`src/rtl/readout_pkg.sv`:
```
// Shared types and constants for the readout boxcar integrator.
package readout_pkg;

   localparam int unsigned DEF_INPUT_WIDTH = 16;
   localparam int unsigned DEF_ACC_WIDTH   = 32;
   localparam int unsigned DEF_LEN_WIDTH   = 12;

   localparam logic signed [DEF_ACC_WIDTH-1:0] ACC_MAX = {1'b0, {(DEF_ACC_WIDTH-1){1'b1}}};
   localparam logic signed [DEF_ACC_WIDTH-1:0] ACC_MIN = {1'b1, {(DEF_ACC_WIDTH-1){1'b0}}};

   typedef enum logic [1:0] {StIdle, StAccum, StDone} state_e;

endpackage

```
`src/rtl/readout_acc_lane.sv`:
```
// One accumulator lane: sign-extend, add, overflow detect, optional clamp.
// Clamping is enabled by READOUT_INTEGRATOR_SATURATE_EN.
module readout_acc_lane
   import readout_pkg::*;
#(
   parameter int unsigned INPUT_WIDTH = DEF_INPUT_WIDTH,
   parameter int unsigned ACC_WIDTH   = DEF_ACC_WIDTH
) (
   input  logic                          clk,
   input  logic                          rst,
   input  logic                          clr,
   input  logic                          en,
   input  logic signed [INPUT_WIDTH-1:0] din,
   output logic signed [ACC_WIDTH-1:0]   acc,
   output logic                          ovf_det
);

`ifdef READOUT_INTEGRATOR_SATURATE_EN
   localparam logic signed [ACC_WIDTH-1:0] LANE_MAX = {1'b0, {(ACC_WIDTH-1){1'b1}}};
   localparam logic signed [ACC_WIDTH-1:0] LANE_MIN = {1'b1, {(ACC_WIDTH-1){1'b0}}};
`endif

   logic signed [ACC_WIDTH-1:0] ext;
   logic signed [ACC_WIDTH-1:0] sum;
   logic signed [ACC_WIDTH-1:0] acc_q;
   logic signed [ACC_WIDTH-1:0] acc_d;
   logic                        ovf;

   always_comb begin
      ext = ACC_WIDTH'(din);
      sum = acc_q + ext;
      // Same-sign operands producing an opposite-sign result.
      ovf = (acc_q[ACC_WIDTH-1] == ext[ACC_WIDTH-1]) &&
            (sum[ACC_WIDTH-1] != acc_q[ACC_WIDTH-1]);
      acc_d = acc_q;
      if (clr) begin
         acc_d = '0;
      end else if (en) begin
`ifdef READOUT_INTEGRATOR_SATURATE_EN
         if (ovf) acc_d = acc_q[ACC_WIDTH-1] ? LANE_MIN : LANE_MAX;
         else     acc_d = sum;
`else
         acc_d = sum;
`endif
      end
   end

   always_ff @(posedge clk or posedge rst) begin
      if (rst) acc_q <= '0;
      else     acc_q <= acc_d;
   end

   assign acc     = acc_q;
   assign ovf_det = en && !clr && ovf;

endmodule

```
`src/rtl/readout_integrator.sv`:
```
// Boxcar integrator summing a programmable number of valid I/Q samples per window.
// Define READOUT_INTEGRATOR_SATURATE_EN for clamping instead of wrap-around.
module readout_integrator
   import readout_pkg::*;
#(
   parameter int unsigned INPUT_WIDTH = DEF_INPUT_WIDTH,
   parameter int unsigned ACC_WIDTH   = DEF_ACC_WIDTH,
   parameter int unsigned LEN_WIDTH   = DEF_LEN_WIDTH
) (
   input  logic                          clk,
   input  logic                          rst,
   input  logic                          start,
   input  logic        [LEN_WIDTH-1:0]   length,
   input  logic                          in_valid,
   input  logic signed [INPUT_WIDTH-1:0] i_in,
   input  logic signed [INPUT_WIDTH-1:0] q_in,
   output logic                          busy,
   output logic                          out_valid,
   output logic signed [ACC_WIDTH-1:0]   i_acc_out,
   output logic signed [ACC_WIDTH-1:0]   q_acc_out,
   output logic                          ovf
);

   state_e               state_q, state_d;
   logic [LEN_WIDTH-1:0] len_q;
   logic [LEN_WIDTH-1:0] cnt_q;
   logic [LEN_WIDTH-1:0] cnt_inc;
   logic                 ovf_q;
   logic                 accept;
   logic                 take;
   logic                 i_ovf;
   logic                 q_ovf;

   assign accept  = (state_q == StIdle) && start && (length != '0);
   assign take    = (state_q == StAccum) && in_valid;
   assign cnt_inc = cnt_q + 1'b1;

   always_ff @(posedge clk or posedge rst) begin
      if (rst) state_q <= StIdle;
      else     state_q <= state_d;
   end

   always_comb begin
      state_d = state_q;
      unique case (state_q)
         StIdle:  if (accept) state_d = StAccum;
         StAccum: if (take && (cnt_inc == len_q)) state_d = StDone;
         StDone:  state_d = StIdle;
         default: state_d = StIdle;
      endcase
   end

   always_comb begin
      busy      = (state_q != StIdle);
      out_valid = (state_q == StDone);
   end

   always_ff @(posedge clk or posedge rst) begin
      if (rst) begin
         len_q <= '0;
         cnt_q <= '0;
         ovf_q <= 1'b0;
      end else if (accept) begin
         len_q <= length;
         cnt_q <= '0;
         ovf_q <= 1'b0;
      end else if (take) begin
         cnt_q <= cnt_inc;
         ovf_q <= ovf_q | i_ovf | q_ovf;
      end
   end

   assign ovf = ovf_q;

   readout_acc_lane #(
      .INPUT_WIDTH (INPUT_WIDTH),
      .ACC_WIDTH   (ACC_WIDTH)
   ) u_lane_i (
      .clk     (clk),
      .rst     (rst),
      .clr     (accept),
      .en      (take),
      .din     (i_in),
      .acc     (i_acc_out),
      .ovf_det (i_ovf)
   );

   readout_acc_lane #(
      .INPUT_WIDTH (INPUT_WIDTH),
      .ACC_WIDTH   (ACC_WIDTH)
   ) u_lane_q (
      .clk     (clk),
      .rst     (rst),
      .clr     (accept),
      .en      (take),
      .din     (q_in),
      .acc     (q_acc_out),
      .ovf_det (q_ovf)
   );

endmodule

```
`config.mk`:
```
export PLATFORM = sky130hd
export DESIGN_NAME = readout_integrator
export DESIGN_NICKNAME = d
export VERILOG_FILES = /design/src/rtl/readout_pkg.sv /design/src/rtl/readout_acc_lane.sv /design/src/rtl/readout_integrator.sv
export SDC_FILE = /design/constraint.sdc
export NUM_CORES = 1
export LEC_CHECK = 0
export CAP_MARGIN = 40
export CORE_UTILIZATION = 55
export CTS_CLUSTER_DIAMETER = 50
export CTS_CLUSTER_SIZE = 40
export DETAILED_ROUTE_END_ITERATION = 10
export PLACE_DENSITY = 0.89
export SLEW_MARGIN = 25
export SYNTH_ARGS = -nofsm -noshare
export SYNTH_HDL_FRONTEND = slang
export SYNTH_SLANG_ARGS = --single-unit
```
`constraint.sdc`:
```
create_clock -name clk -period 3.7 [get_ports clk]
set_input_delay 0.37 -clock clk [delete_from_list [all_inputs] [get_ports clk]]
set_output_delay 0.37 -clock clk [all_outputs]
set_load 0.05 [all_outputs]
```
Yosys cells after proc, flatten, opt, wreduce, memory -nomap -nowiden
Index checks and enable logic that the tools add are counted.
- bits in registers: 91
- word-level logic and storage cells: 46
- bitwise gates (word level): 2
- equality and inequality tests: 9
- muxes and demuxes: 11
- reductions and logical operators: 15
- $add $sub $neg: 3
- operator list (cell ; number):
    32-bit 2-to-1 mux ; 4
    32-bit by 16-bit adder with 32-bit output ; 2
    12-bit 2-to-1 mux ; 2
    12-bit by 1-bit adder with 12-bit output, second input constant ; 1
    12-bit equality test ; 1
    12-bit nonzero test ; 1
    1-bit logical AND ; 9
    2-bit 2-to-1 mux ; 2
    2-bit by 1-bit != test with 1-bit output, second input constant ; 2
    2-bit one-hot mux with 2 select lines ; 1
    2-bit nonzero test ; 2
    1-bit equality test ; 2
    2-bit by 1-bit equality test with 1-bit output, second input constant ; 1
    2-bit equality test, second input constant ; 1
    2-bit logical NOT ; 1
    1-bit 2-to-1 mux ; 2
    1-bit != test ; 2
    1-bit OR ; 2
    2-bit AND reduction ; 1
    1-bit logical NOT ; 1

Longest topological paths before layout
- word-level depth: 10
- mapped depth: 12
- mapped depth without buffers: 12

Modules after synthesis
Synthesis repeated with hierarchy kept, for this count alone.
- cells, all modules: 883
- area total of the unflattened synthesis: 7643.6 um2
- modules (own cells, without submodules) (module ; seq. area each (um2) ; cells an instance ; times used ; area an instance (um2)):
    readout_acc_lane at u_lane_i ; 800.8 ; 389 ; 1 ; 3196.8
    readout_acc_lane at u_lane_q ; 800.8 ; 333 ; 1 ; 2881.5
    readout_integrator ; 675.6 ; 161 ; 1 ; 1565.3

Worst setup path after synthesis
OpenSTA, ideal clock, no wires.
- kind: register -> register
- from: register u_lane_i.acc_q[7], in the netlist u_lane_i.acc[7]
- to: register u_lane_i.acc_q[24], in the netlist u_lane_i.acc[24]
- path buffers: 0
- period minus slack after synthesis: 3.022 ns
- required time: 3.574 ns
- arrival time: 2.896 ns
- stages on the path, launching flop included: 11
- slack: 0.678 ns
- library setup time: 0.126 ns
- cells stage by stage: dfrtp_1 ha_1 a21o_1 a21o_1 a211o_1 a211o_1 a21o_1 a2111oi_2 nor3_1 mux2i_1 a221o_1
- longest elaborated chain between the ends: 3
- RTL lines (item ; RTL line ; RTL):
    start: declaration ; readout_acc_lane.sv:25 ; logic signed [ACC_WIDTH-1:0] acc_q;
    start signal: assignment ; readout_acc_lane.sv:49 ; if (rst) acc_q <= '0;
    start signal: assignment ; readout_acc_lane.sv:50 ; else acc_q <= acc_d;
    32-bit by 16-bit adder with 32-bit output ; readout_acc_lane.sv:31 ; sum = acc_q + ext;
    32-bit 2-to-1 mux ; readout_acc_lane.sv:38 ; end else if (en) begin
    32-bit 2-to-1 mux ; readout_acc_lane.sv:36 ; if (clr) begin
Every way passes these cells. The select of a mux whose other input is x is not followed.
A chain may end at the register's enable or synchronous reset.

Worst setup path in the final report
- from: input port i_in[0]
- to: register u_lane_i.acc_q[24], in the netlist u_lane_i.acc[24]
- longest elaborated chain between the ends: 3
- RTL lines (item ; RTL line ; RTL):
    start: declaration ; readout_integrator.sv:15 ; input logic signed [INPUT_WIDTH-1:0] i_in,
    32-bit by 16-bit adder with 32-bit output ; readout_acc_lane.sv:31 ;
    32-bit 2-to-1 mux ; readout_acc_lane.sv:38 ;
    32-bit 2-to-1 mux ; readout_acc_lane.sv:36 ;
Every way passes these cells. The select of a mux whose other input is x is not followed.

==> impl_metrics.json <==
{
  "synth-main-ff-cell": "dfrtp_1",
  "clockBufferDepth": 2,
  "peakVddDrop_v": 0.000663,
  "ff2ff_setup_slack_ns": 0.62,
  "design_area_mm2": 0.00857,
  "critPathArrivalTime_ns": 3.37,
  "drcViolationCount": 0,
  "drv_cap": 0,
  "holdCritPathClass": "input pin to async pin",
  "worstSkewPairLatency_ns": 0.36,
  "yosysSeqAreaShare": 0.331,
  "regToRegEndpoint": "u_lane_i.acc[24]$_DFFE_PP0P_",
  "diodes": 0,
  "cts-htree-levels": 3,
  "synth_enable_flop_cells": 0,
  "synth_cells": 796,
  "grt_pass1_wl_mm": 30.1,
  "post_cts.repair.setup_buffers": 0,
  "period_minus_slack_ns": 3.13,
  "fin_skew_ns": 0.0118,
  "crit_start": "i_in[0]",
  "clkSinkCount": 91,
  "maxSlewViolCount": 0,
  "fp-row-count": 40,
  "synth-seq-cells": 91,
  "yosysUniqueCellTypes": 52,
  "synth_fp_nets": 909,
  "dp_hpwl_mm": 13.2,
  "gr-usage-all-layers": 0.291,
  "p_switching_mw": 4.39,
  "syn-mean-instance-area_um2": 8.65,
  "rr_worst_depth": 12,
  "synthArstFlopShare": 1.00,
  "setup-tns-final_ns": 0,
  "numCtsBuffers": 9,
  "tritoncts": "built",
  "grt_pass1_vias": 6193,
  "first_pass_iters": 4,
  "io_buffers": 114,
  "netlist_area_mm2": 0.00689,
  "tightest_slew_ns": 0.648,
  "wl_per_cell_um": 16.7,
  "status": "completed",
  "cp_max_fo": 4,
  "fin_crit_sh": 0.846,
  "postCtsHoldBufs": 0,
  "fin_nets": 1019,
  "die_h_um": 114,
  "seqPwrFrac": 0.216,
  "cts_root_buf": "clkbuf_16",
  "grt_max_degree": 61,
  "clkPwrFrac": 0.105,
  "slew_headroom": 0.568,
  "yosys_warnings": 0,
  "layout-drive-gt1-share": 0.0604,
  "pwr-share-comb": 0.679,
  "critical_path_class": "input pin to flip-flop",
  "wirelength_mm": 18.0,
  "setup_ws_ns": 0.569,
  "place.gp.congestion": 0.929,
  "cts_resized": 0,
  "drtIter0Drc": 479,
  "mostFrequentLayoutCells": "clkdlybuf4s50_1, nand2_1, dfrtp_1, o21ai_0, ha_1",
  "power.leakage_nw": 3.84,
  "layout_commonest_cell": "clkdlybuf4s50_1",
  "multi_input_area_mm2": 0.00443,
  "setup_viol": 0,
  "syn_to_final_growth_pct": 24.4,
  "core_mm2": 0.0121,
  "clkTransAtPathRegs_ns": 0.07,
  "antenna_found_initial": 0,
  "drtAntennaViolNets": 0,
  "dieArea_mm2": 0.0130,
  "max_freq_mhz": 319,
  "grt.overflow.total": 0,
  "switching_share": 0.509,
  "p_int_mw": 4.23,
  "place_ws_ns": 0.251,
  "timing.rr.start": "u_lane_i.acc[0]$_DFFE_PP0P_",
  "die_width_um": 114,
  "finalHoldViolations": 0,
  "worst_setup_path_start_kind": "input pin",
  "placed_area_mm2": 0.00826,
  "p_per_area_mw_per_mm2": 1010,
  "viasPerCell": 6.00,
  "regArea_mm2": 0.00228,
  "vias": 6472,
  "num_io_pins": 115,
  "nFillCells": 950,
  "cp-end-kind": "flip-flop",
  "rsz0062_at_grt": "no",
  "worst_ep_required_time_ns": 3.94,
  "start_util": 0.569
}
## per-stage QoR
step                 util  hold slack [ns]  total power, mW  instances
finish              0.707            0.199             8.62       1079
global placement    0.682            0.493             7.53       1062
global route        0.707            0.206             9.21       1079
floorplan               -            0.471             6.07        796
CTS                 0.706            0.464             8.59       1078
detailed placement  0.682            0.501             7.64       1062
## sequential cells by signal (all words and copies together), names as in the netlist
register	flops
ovf	1
len_q	12
u_lane_q.acc	32
cnt_q	12
u_lane_i.acc	32
state_q	2
## cell families after synthesis
logic type,synth area share
AOI/OAI and AO/OA,0.243
xor gates and xnor gates,0.0877
adders and majority gates,0.120
buffers and inverters,0.0289
DFF,0.331
muxes,0.0240
and+or+nand+nor,0.165
## Yosys cell counts, drive strengths merged (3+ instances only)
master  count  area, um^2
nand2     103         387
dfrtp      91        2280
o21ai      81         405
ha         63         788
a21oi      51         259
nor2       39         146
xnor2      38         333
xor2       31         272
a21o       29         218
clkbuf     26        97.6
inv        25        93.8
o22ai      25         156
and3       19         119
nand3      17        85.1
mux2       12         135
o21bai     10        75.1
and4        9        78.8
nor2b       8        50.1
nor3        8        40.0
o211ai      8        60.1
o31ai       8        60.1
a211oi      7        52.6
nand2b      7        43.8
nor3b       7        52.6
o21a        7        52.6
a31oi       6        37.5
nor4        6        37.5
and2        5        31.3
a211o       4        35.0
or2         4        25.0
a21boi      3        22.5
a221o       3        30.0
a31o        3        26.3
mux2i       3        30.0
o311ai      3        26.3
o32ai       3        26.3
or3         3        18.8
## how the worst max path moves through the flow
| stage | to | slack (ns) | depth (start not counted) |
|---|---|---|---|
| 2_1_floorplan | u_lane_i.acc[24]$_DFFE_PP0P_ | 0.68 | 10 |
| 3_3_place_gp | u_lane_i.acc[24]$_DFFE_PP0P_ | 0.35 | 13 |
| 3_5_place_dp | u_lane_i.acc[24]$_DFFE_PP0P_ | 0.25 | 13 |
| 4_1_cts | u_lane_i.acc[24]$_DFFE_PP0P_ | 0.62 | 13 |
| 5_1_grt | u_lane_q.acc[26]$_DFFE_PP0P_ | 0.42 | 11 |
| 6_report | u_lane_i.acc[24]$_DFFE_PP0P_ | 0.57 | 13 |
## layer usage
| metal | global-route usage | wire length [um] |
|---|---|---|
| met3 | 0.0361 | 1110 |
| met2 | 0.466 | 8290 |
| met4 | 0.100 | 332 |
| met1 | 0.409 | 8250 |
| met5 | 0 | 0 |
## power groups by stage
stage / Clock, mW / Sequential [mW] / Combinational (mW)
after CTS: 0.921 / 1.85 / 5.81
after floorplan: 0 / 2.99 / 3.08
final: 0.909 / 1.86 / 5.85
after detailed placement: 0 / 1.87 / 5.78
after global placement: 0 / 1.86 / 5.67
after global routing: 0.970 / 1.92 / 6.32
## layout make-up
type	instances	share of cell area
multi-input combinational	652	0.517
sequential	91	0.266
timing repair buffer	127	0.149
clock buffer	9	0.0263
tap	168	0.0245
inverter	25	0.0111
clock inverter	7	0.00657
## worst max-delay path, stage by stage
cell and delay [ns]:
clkdlybuf4s50_1 0.42, ha_1 0.24, inv_1 0.08, fa_1 0.21
nor2b_1 0.07, o31ai_1 0.43, a211oi_1 0.15, a211o_1 0.30
a21o_1 0.22, a2111oi_2 0.38, nor3_1 0.11, mux2i_1 0.13
a221o_1 0.25
(Power assumes the default switching activity.)
